$ cat config.mk
export PLATFORM = sky130hd
export DESIGN_NAME = ex_hazard_controller_flat
export DESIGN_NICKNAME = d
export VERILOG_FILES = /design/src/rtl/ex_hazard_controller_if.sv /design/src/rtl/ex_hazard_controller.sv /design/src/flat_wrapper.sv
export SDC_FILE = /design/constraint.sdc
export NUM_CORES = 1
export LEC_CHECK = 0
export CAP_MARGIN = 30
export CORE_ASPECT_RATIO = 1.2
export CORE_MARGIN = 1
export CORE_UTILIZATION = 44
export DETAILED_ROUTE_END_ITERATION = 8
export PLACE_DENSITY = 0.88
export SLEW_MARGIN = 30
export SYNTH_ARGS = -nofsm -noshare
export SYNTH_HDL_FRONTEND = slang
export SYNTH_SLANG_ARGS = --single-unit
$ cat constraint.sdc
create_clock -name clk -period 3.45 [get_ports clk]
set_input_delay 0.5175 -clock clk [delete_from_list [all_inputs] [get_ports clk]]
set_output_delay 0.5175 -clock clk [all_outputs]
set_load 0.05 [all_outputs]
$ cat src/rtl/ex_hazard_controller_if.sv
// Pipeline-side signal bundle for the execute-stage hazard controller.
// The pipeline (master) supplies decode/execute/memory stage information;
// the controller (slave) returns operand forward selects, stalls and flushes.
interface ex_hazard_controller_if;
    // Decode stage
    logic       id_valid;
    logic [4:0] id_rs1;
    logic [4:0] id_rs2;
    logic       id_uses_rs1;
    logic       id_uses_rs2;
    // Execute stage
    logic [4:0] ex_rd;
    logic       ex_reg_write;
    logic       ex_mem_read;
    logic       ex_pc_src;
    logic       ex_mc_start;
    logic       mc_done;
    // Memory stage
    logic [4:0] mem_rd;
    logic       mem_reg_write;
    // Controller outputs
    logic [1:0] forward_a;
    logic [1:0] forward_b;
    logic       stall_if;
    logic       stall_id;
    logic       stall_ex;
    logic       flush_id;
    logic       flush_ex;
    logic       mc_timeout;

    modport master (
        output id_valid, id_rs1, id_rs2, id_uses_rs1, id_uses_rs2,
        output ex_rd, ex_reg_write, ex_mem_read, ex_pc_src, ex_mc_start, mc_done,
        output mem_rd, mem_reg_write,
        input  forward_a, forward_b, stall_if, stall_id, stall_ex,
        input  flush_id, flush_ex, mc_timeout
    );

    modport slave (
        input  id_valid, id_rs1, id_rs2, id_uses_rs1, id_uses_rs2,
        input  ex_rd, ex_reg_write, ex_mem_read, ex_pc_src, ex_mc_start, mc_done,
        input  mem_rd, mem_reg_write,
        output forward_a, forward_b, stall_if, stall_id, stall_ex,
        output flush_id, flush_ex, mc_timeout
    );
endinterface

$ cat src/rtl/ex_hazard_controller.sv
// Execute-stage scheduler for the 5-stage core: registered operand forward
// selects, load-use bubble insertion, branch/jump flush, and a front-end plus
// execute hold while the multi-cycle (mul/div) unit is busy, with a watchdog
// that forces the pipeline back to RUN and raises a sticky error flag.
module ex_hazard_controller #(
    parameter int MC_TIMEOUT = 64,
    parameter int CNT_W      = 7
) (
    input  logic                   clk,
    input  logic                   reset_n,
    ex_hazard_controller_if.slave  hz
);

    localparam logic [0:0] RUN     = 1'b0;
    localparam logic [0:0] MC_BUSY = 1'b1;

    localparam logic [1:0] FWD_MEM = 2'b10;
    localparam logic [1:0] FWD_WB  = 2'b01;
    localparam logic [1:0] FWD_RF  = 2'b00;

    // Last busy-cycle count before the watchdog fires.
    localparam logic [CNT_W-1:0] CNT_LAST = CNT_W'(MC_TIMEOUT - 1);

    logic [0:0]       state_q, state_nxt;
    logic [CNT_W-1:0] cnt_q, cnt_nxt;
    logic [1:0]       fwd_a_q, fwd_a_nxt;
    logic [1:0]       fwd_b_q, fwd_b_nxt;
    logic             timeout_q, timeout_nxt;

    logic [1:0] fwd_a_calc, fwd_b_calc;
    logic       load_use;
    logic       stall_if, stall_id, stall_ex, flush_id, flush_ex;

    // Forward select for each operand; the execute-stage producer is newer
    // than the memory-stage one, so it wins when both match.
    always_comb begin
        fwd_a_calc = FWD_RF;
        if (hz.id_valid && hz.id_uses_rs1 && hz.id_rs1 != 5'd0) begin
            if (hz.ex_reg_write && hz.ex_rd == hz.id_rs1)
                fwd_a_calc = FWD_MEM;
            else if (hz.mem_reg_write && hz.mem_rd == hz.id_rs1)
                fwd_a_calc = FWD_WB;
        end

        fwd_b_calc = FWD_RF;
        if (hz.id_valid && hz.id_uses_rs2 && hz.id_rs2 != 5'd0) begin
            if (hz.ex_reg_write && hz.ex_rd == hz.id_rs2)
                fwd_b_calc = FWD_MEM;
            else if (hz.mem_reg_write && hz.mem_rd == hz.id_rs2)
                fwd_b_calc = FWD_WB;
        end
    end

    // A load in execute whose destination a decode operand reads cannot be
    // forwarded in time; the consumer waits one cycle behind a bubble.
    assign load_use = hz.id_valid && hz.ex_mem_read && (hz.ex_rd != 5'd0) &&
                      ((hz.id_uses_rs1 && hz.ex_rd == hz.id_rs1) ||
                       (hz.id_uses_rs2 && hz.ex_rd == hz.id_rs2));

    // Next-state, forward-select and stall/flush decode.
    always_comb begin
        // NOTE: every signal gets a default before the case so no path leaves
        // one unassigned, which would otherwise infer a latch.
        state_nxt   = state_q;
        cnt_nxt     = cnt_q;
        fwd_a_nxt   = fwd_a_q;
        fwd_b_nxt   = fwd_b_q;
        timeout_nxt = timeout_q;
        stall_if    = 1'b0;
        stall_id    = 1'b0;
        stall_ex    = 1'b0;
        flush_id    = 1'b0;
        flush_ex    = 1'b0;

        case (state_q)
            RUN: begin
                if (hz.ex_pc_src) begin
                    // Redirect wins; a multi-cycle start on the wrong path is dropped.
                    flush_id  = 1'b1;
                    flush_ex  = 1'b1;
                    fwd_a_nxt = FWD_RF;
                    fwd_b_nxt = FWD_RF;
                end else if (hz.ex_mc_start) begin
                    stall_if  = 1'b1;
                    stall_id  = 1'b1;
                    stall_ex  = 1'b1;
                    cnt_nxt   = '0;
                    state_nxt = MC_BUSY;
                end else if (load_use) begin
                    stall_if  = 1'b1;
                    stall_id  = 1'b1;
                    flush_ex  = 1'b1;
                    fwd_a_nxt = FWD_RF;
                    fwd_b_nxt = FWD_RF;
                end else begin
                    fwd_a_nxt = fwd_a_calc;
                    fwd_b_nxt = fwd_b_calc;
                end
            end

            MC_BUSY: begin
                if (hz.mc_done || cnt_q == CNT_LAST) begin
                    // Release: the decode instruction advances into execute
                    // this cycle, whether the unit finished or the watchdog fired.
                    state_nxt = RUN;
                    if (!hz.mc_done)
                        timeout_nxt = 1'b1;
                    if (load_use) begin
                        flush_ex  = 1'b1;
                        fwd_a_nxt = FWD_RF;
                        fwd_b_nxt = FWD_RF;
                    end else begin
                        fwd_a_nxt = fwd_a_calc;
                        fwd_b_nxt = fwd_b_calc;
                    end
                end else begin
                    stall_if = 1'b1;
                    stall_id = 1'b1;
                    stall_ex = 1'b1;
                    cnt_nxt  = cnt_q + CNT_W'(1);
                end
            end

            default: state_nxt = RUN;
        endcase
    end

    // State, busy counter, forward selects and sticky timeout flag.
    always_ff @(posedge clk or negedge reset_n) begin
        if (!reset_n) begin
            state_q   <= RUN;
            cnt_q     <= '0;
            fwd_a_q   <= FWD_RF;
            fwd_b_q   <= FWD_RF;
            timeout_q <= 1'b0;
        end else begin
            // NOTE: non-blocking assignments so every register samples the
            // pre-edge values regardless of statement order.
            state_q   <= state_nxt;
            cnt_q     <= cnt_nxt;
            fwd_a_q   <= fwd_a_nxt;
            fwd_b_q   <= fwd_b_nxt;
            timeout_q <= timeout_nxt;
        end
    end

    assign hz.forward_a  = fwd_a_q;
    assign hz.forward_b  = fwd_b_q;
    assign hz.stall_if   = stall_if;
    assign hz.stall_id   = stall_id;
    assign hz.stall_ex   = stall_ex;
    assign hz.flush_id   = flush_id;
    assign hz.flush_ex   = flush_ex;
    assign hz.mc_timeout = timeout_q;

endmodule

$ cat src/flat_wrapper.sv
// flat-port wrapper written by rule: the top's interface ports become plain ports
module ex_hazard_controller_flat 
#(
    parameter int MC_TIMEOUT = 64,
    parameter int CNT_W      = 7
)
  (clk, reset_n, hz_id_valid, hz_id_rs1, hz_id_rs2, hz_id_uses_rs1, hz_id_uses_rs2, hz_ex_rd, hz_ex_reg_write, hz_ex_mem_read, hz_ex_pc_src, hz_ex_mc_start, hz_mc_done, hz_mem_rd, hz_mem_reg_write, hz_forward_a, hz_forward_b, hz_stall_if, hz_stall_id, hz_stall_ex, hz_flush_id, hz_flush_ex, hz_mc_timeout);
  ex_hazard_controller_if hz_i ();
  input  logic clk;
  input  logic reset_n;
  input wire logic [$bits(hz_i.id_valid)-1:0] hz_id_valid;
  input wire logic [$bits(hz_i.id_rs1)-1:0] hz_id_rs1;
  input wire logic [$bits(hz_i.id_rs2)-1:0] hz_id_rs2;
  input wire logic [$bits(hz_i.id_uses_rs1)-1:0] hz_id_uses_rs1;
  input wire logic [$bits(hz_i.id_uses_rs2)-1:0] hz_id_uses_rs2;
  input wire logic [$bits(hz_i.ex_rd)-1:0] hz_ex_rd;
  input wire logic [$bits(hz_i.ex_reg_write)-1:0] hz_ex_reg_write;
  input wire logic [$bits(hz_i.ex_mem_read)-1:0] hz_ex_mem_read;
  input wire logic [$bits(hz_i.ex_pc_src)-1:0] hz_ex_pc_src;
  input wire logic [$bits(hz_i.ex_mc_start)-1:0] hz_ex_mc_start;
  input wire logic [$bits(hz_i.mc_done)-1:0] hz_mc_done;
  input wire logic [$bits(hz_i.mem_rd)-1:0] hz_mem_rd;
  input wire logic [$bits(hz_i.mem_reg_write)-1:0] hz_mem_reg_write;
  output wire logic [$bits(hz_i.forward_a)-1:0] hz_forward_a;
  output wire logic [$bits(hz_i.forward_b)-1:0] hz_forward_b;
  output wire logic [$bits(hz_i.stall_if)-1:0] hz_stall_if;
  output wire logic [$bits(hz_i.stall_id)-1:0] hz_stall_id;
  output wire logic [$bits(hz_i.stall_ex)-1:0] hz_stall_ex;
  output wire logic [$bits(hz_i.flush_id)-1:0] hz_flush_id;
  output wire logic [$bits(hz_i.flush_ex)-1:0] hz_flush_ex;
  output wire logic [$bits(hz_i.mc_timeout)-1:0] hz_mc_timeout;
  assign hz_i.id_valid = hz_id_valid;
  assign hz_i.id_rs1 = hz_id_rs1;
  assign hz_i.id_rs2 = hz_id_rs2;
  assign hz_i.id_uses_rs1 = hz_id_uses_rs1;
  assign hz_i.id_uses_rs2 = hz_id_uses_rs2;
  assign hz_i.ex_rd = hz_ex_rd;
  assign hz_i.ex_reg_write = hz_ex_reg_write;
  assign hz_i.ex_mem_read = hz_ex_mem_read;
  assign hz_i.ex_pc_src = hz_ex_pc_src;
  assign hz_i.ex_mc_start = hz_ex_mc_start;
  assign hz_i.mc_done = hz_mc_done;
  assign hz_i.mem_rd = hz_mem_rd;
  assign hz_i.mem_reg_write = hz_mem_reg_write;
  assign hz_forward_a = hz_i.forward_a;
  assign hz_forward_b = hz_i.forward_b;
  assign hz_stall_if = hz_i.stall_if;
  assign hz_stall_id = hz_i.stall_id;
  assign hz_stall_ex = hz_i.stall_ex;
  assign hz_flush_id = hz_i.flush_id;
  assign hz_flush_ex = hz_i.flush_ex;
  assign hz_mc_timeout = hz_i.mc_timeout;
  ex_hazard_controller #(.MC_TIMEOUT(MC_TIMEOUT), .CNT_W(CNT_W)) u_core (.clk(clk), .reset_n(reset_n), .hz(hz_i));
endmodule
==> run summary <==
status = finished, violations left
violated checks = DRC
Die Y = 52.22 um
HPWL after detailed placement = 2106 um
P_leak = 0.0005348 uW
DRC = 3
slowest CP cell = clkdlybuf4s50_1
critical-path cell list = ha_1 -> nand2_1 -> o31ai_1 -> nand2_1 -> clkdlybuf4s50_1
WS Path Type = reg -> out
CTS sink cnt = 13
Max-Cap Viols = 0
Setup crit start kind = flop
Routed Antenna Nets = 0
Worst Hold Depth = 2
RR Startpoint = u_core.cnt_q[0]
Synth Area in Simple Gates = 0.2124
ys async rst share = 1.000
total setup buffers inserted after CTS = 0
Post-Route Setup TNS = 0 ns
Crit Reg-Reg Endpoint = u_core.hz.forward_b[1]
Hold WS = 0.4811 ns
row cnt = 17
min-delay src = u_core.hz.forward_b[0]
EDFF count, synth = 0
core region area = 1914 sq um
critical path's largest stage delay = 0.76 ns
cell taking the most area after synthesis = dfrtp_1
cells on worst reg2reg path = 7
largest net degree at the start of global routing = 14
largest cells by area after synthesis = dfrtp_1, xnor2_1, nand3_1, xor2_1, nand2_1
Distinct cells, synth = 30
sequential area share after synthesis = 0.3518
Area Overhead vs Synth = 47.50%
Synth Area in Compound Gates = 0.1732
Final min period = 2.917 ns
grt total ovfl = 0
hold endpoint = u_core.hz.forward_b[0]
WL per Instance = 15.19 um
Hold Path Class = reg -> reg
Final Hold Fails = 0
Post-CTS Hold Fix Bufs = 0
ant diodes = 0
crit path buf inv count = 1
Synth Area per Inst = 8.891 sq um
top-area cell type share of the netlist area = 0.3518
VDD IR max = 0.0002822 V
total CTS buffers = 3
DR pass1 iterations = 6
Slew HR = 0.6163
CTS tree = done
Worst setup EP type = output pin
CTS Root Cell = clkbuf_4
largest family of logic cells by synthesized area = XOR/XNOR gates
RSZ-0062 raised after global routing = false
Synth Area in Adders = 0.01353
initial core utilization = 0.4830
most frequent cell after synthesis = xnor2_1
clk_lat worst skew = 0.29 ns
Post-Syn Nets = 136
synth cell count leaders = xnor2_1, dfrtp_1, nand2_1, nand3_1, nor2_1
top_reg_cell synth = dfrtp_1
CTS clk-pin slew, worst paths = 0.08 ns
Die W = 43.85 um
Placer Congestion = 0.9285
Crit path required time = 2.93 ns
Top delay family on crit path = buffers and inverters
CP Depth = 5
iteration-0 DRC count of the detailed router = 25
Worst Path Arrival = 2.40 ns
R2R Setup Slk = 1.37 ns
Yosys reg bits = 13
aggregate global-route resource usage = 0.2335
Port Buffer Count = 40
vias per inst = 5.777
Clock Path Buffers = 2
worst setup margin = 0.5334 ns
Routed Wire Length = 2522 um
H-tree depth = 1
mux cell area share after synthesis = 0
Die Area = 2289 sq um
Slew @ Worst Pin = 0.5738 ns
Synth Area in XOR/XNOR = 0.2273
most used cell, CP = nand2_1
Finish-stage setup viols = 0
Tcrit/Tclk final = 0.8454
cell count after synthesis = 104
skew final = 0.009604 ns
vias in the first global route = 940
Ports = 41
Layout Nets = 180
layout cells sized above 1 = 0.06803
Yosys warning total = 0
pre-CTS setup slack = 0.5860 ns
Max Fclk = 342.9 MHz
Cell Pwr Density = 309.7 nW/um^2
CP Max Fanout = 7
post-CTS sizing = 0
initial antenna violation count = 0
global-route wire length before repair = 3905 um
via count = 959
synthesized cell area = 924.6 sq um
final slew viol count = 0
[tightest hold or removal path: stages, from the launching register on]
cell and delay, ns:
dfrtp_1 0.35, nand2_1 0.05, o41ai_1 0.05
[routing by layer]
| metal | wire [um] | share of wire | global-route usage |
|---|---|---|---|
| met4 | 26 | 0.010 | 0.06250 |
| met1 | 1025 | 0.41 | 0.2804 |
| met3 | 165 | 0.065 | 0.05517 |
| met5 | 0 | 0 | 0 |
| met2 | 1305 | 0.52 | 0.4104 |
[cell families (layout without fill, tap and decap cells)]
family / Yosys count / count (layout)
compound gates: 22 / 22
fa+ha+maj: 1 / 1
simple gates: 40 / 40
buf+inv: 4 / 47
xor+xnor: 24 / 24
flops: 13 / 13
[cell usage in the layout (no fill, tap or decap)]
cell type        instances
o31ai_1                  1
o22ai_1                  1
o21ai_0                  6
o41ai_1                  4
nand3b_1                 2
o21bai_1                 1
clkbuf_4                 3
nor2b_1                  2
xnor2_1                 19
and2_1                   1
nor3_1                   2
xor2_1                   5
o2111a_2                 1
o211a_1                  1
inv_1                    2
nor2_1                   7
nand2b_1                 1
or4_1                    3
clkinv_2                 1
nand2_1                 11
a21oi_1                  2
clkdlybuf4s50_1         37
a21boi_0                 1
nand3_1                 10
o21ba_2                  1
ha_1                     1
o21a_1                   1
dfrtp_1                 13
and3_1                   1
a211oi_1                 1
buf_4                    4
o2111ai_1                1
[stage by stage]
step           cells    util  cell area [sq um]  power, uW
2_1_floorplan    104       -              924.6      259.5
3_3_place_gp     162  0.6980               1336      325.8
3_5_place_dp     162  0.6980               1336      329.5
4_1_cts          166  0.7124               1364      423.6
5_1_grt          166  0.7124               1364      444.6
6_report         166  0.7124               1364      422.3
[worst max path at each step]
stage / startpoint / endpoint / slack (ns)
after global routing: u_core.cnt_q[0] / hz_stall_ex / 0.36
after floorplan: u_core.cnt_q[0] / hz_flush_ex / 0.86
after global placement: hz_ex_pc_src / hz_stall_ex / 0.64
after CTS: hz_ex_pc_src / hz_stall_ex / 0.57
after detailed placement: hz_ex_pc_src / hz_stall_ex / 0.59
final: u_core.cnt_q[0] / hz_stall_ex / 0.53
[layout make-up]
cell class                      instances  area (sq um)
Fill cell                             150         550.5
Clock inverter                          1         5.005
Timing Repair Buffer                   41         400.4
Clock buffer                            3         22.52
Sequential cell                        13         325.3
Multi-Input combinational cell         87         579.3
Inverter                                2         7.507
Tap cell                               19         23.77
[state kept, by name, summed over array words and instances, names as in the netlist]
| name | cells |
|---|---|
| u_core.cnt_q | 7 |
| u_core.hz.forward_a | 2 |
| u_core.hz.forward_b | 2 |
| u_core.hz.mc_timeout | 1 |
| u_core.state_q | 1 |
[where the power goes]
part	internal [uW]	total, uW	switching, uW	leakage [uW]
Clock	43.1	95.0	51.8	0.0000177
Sequential	164	176	12.3	0.000178
Combinational	73.3	151	77.9	0.000339
(Power assumes the default switching activity.)
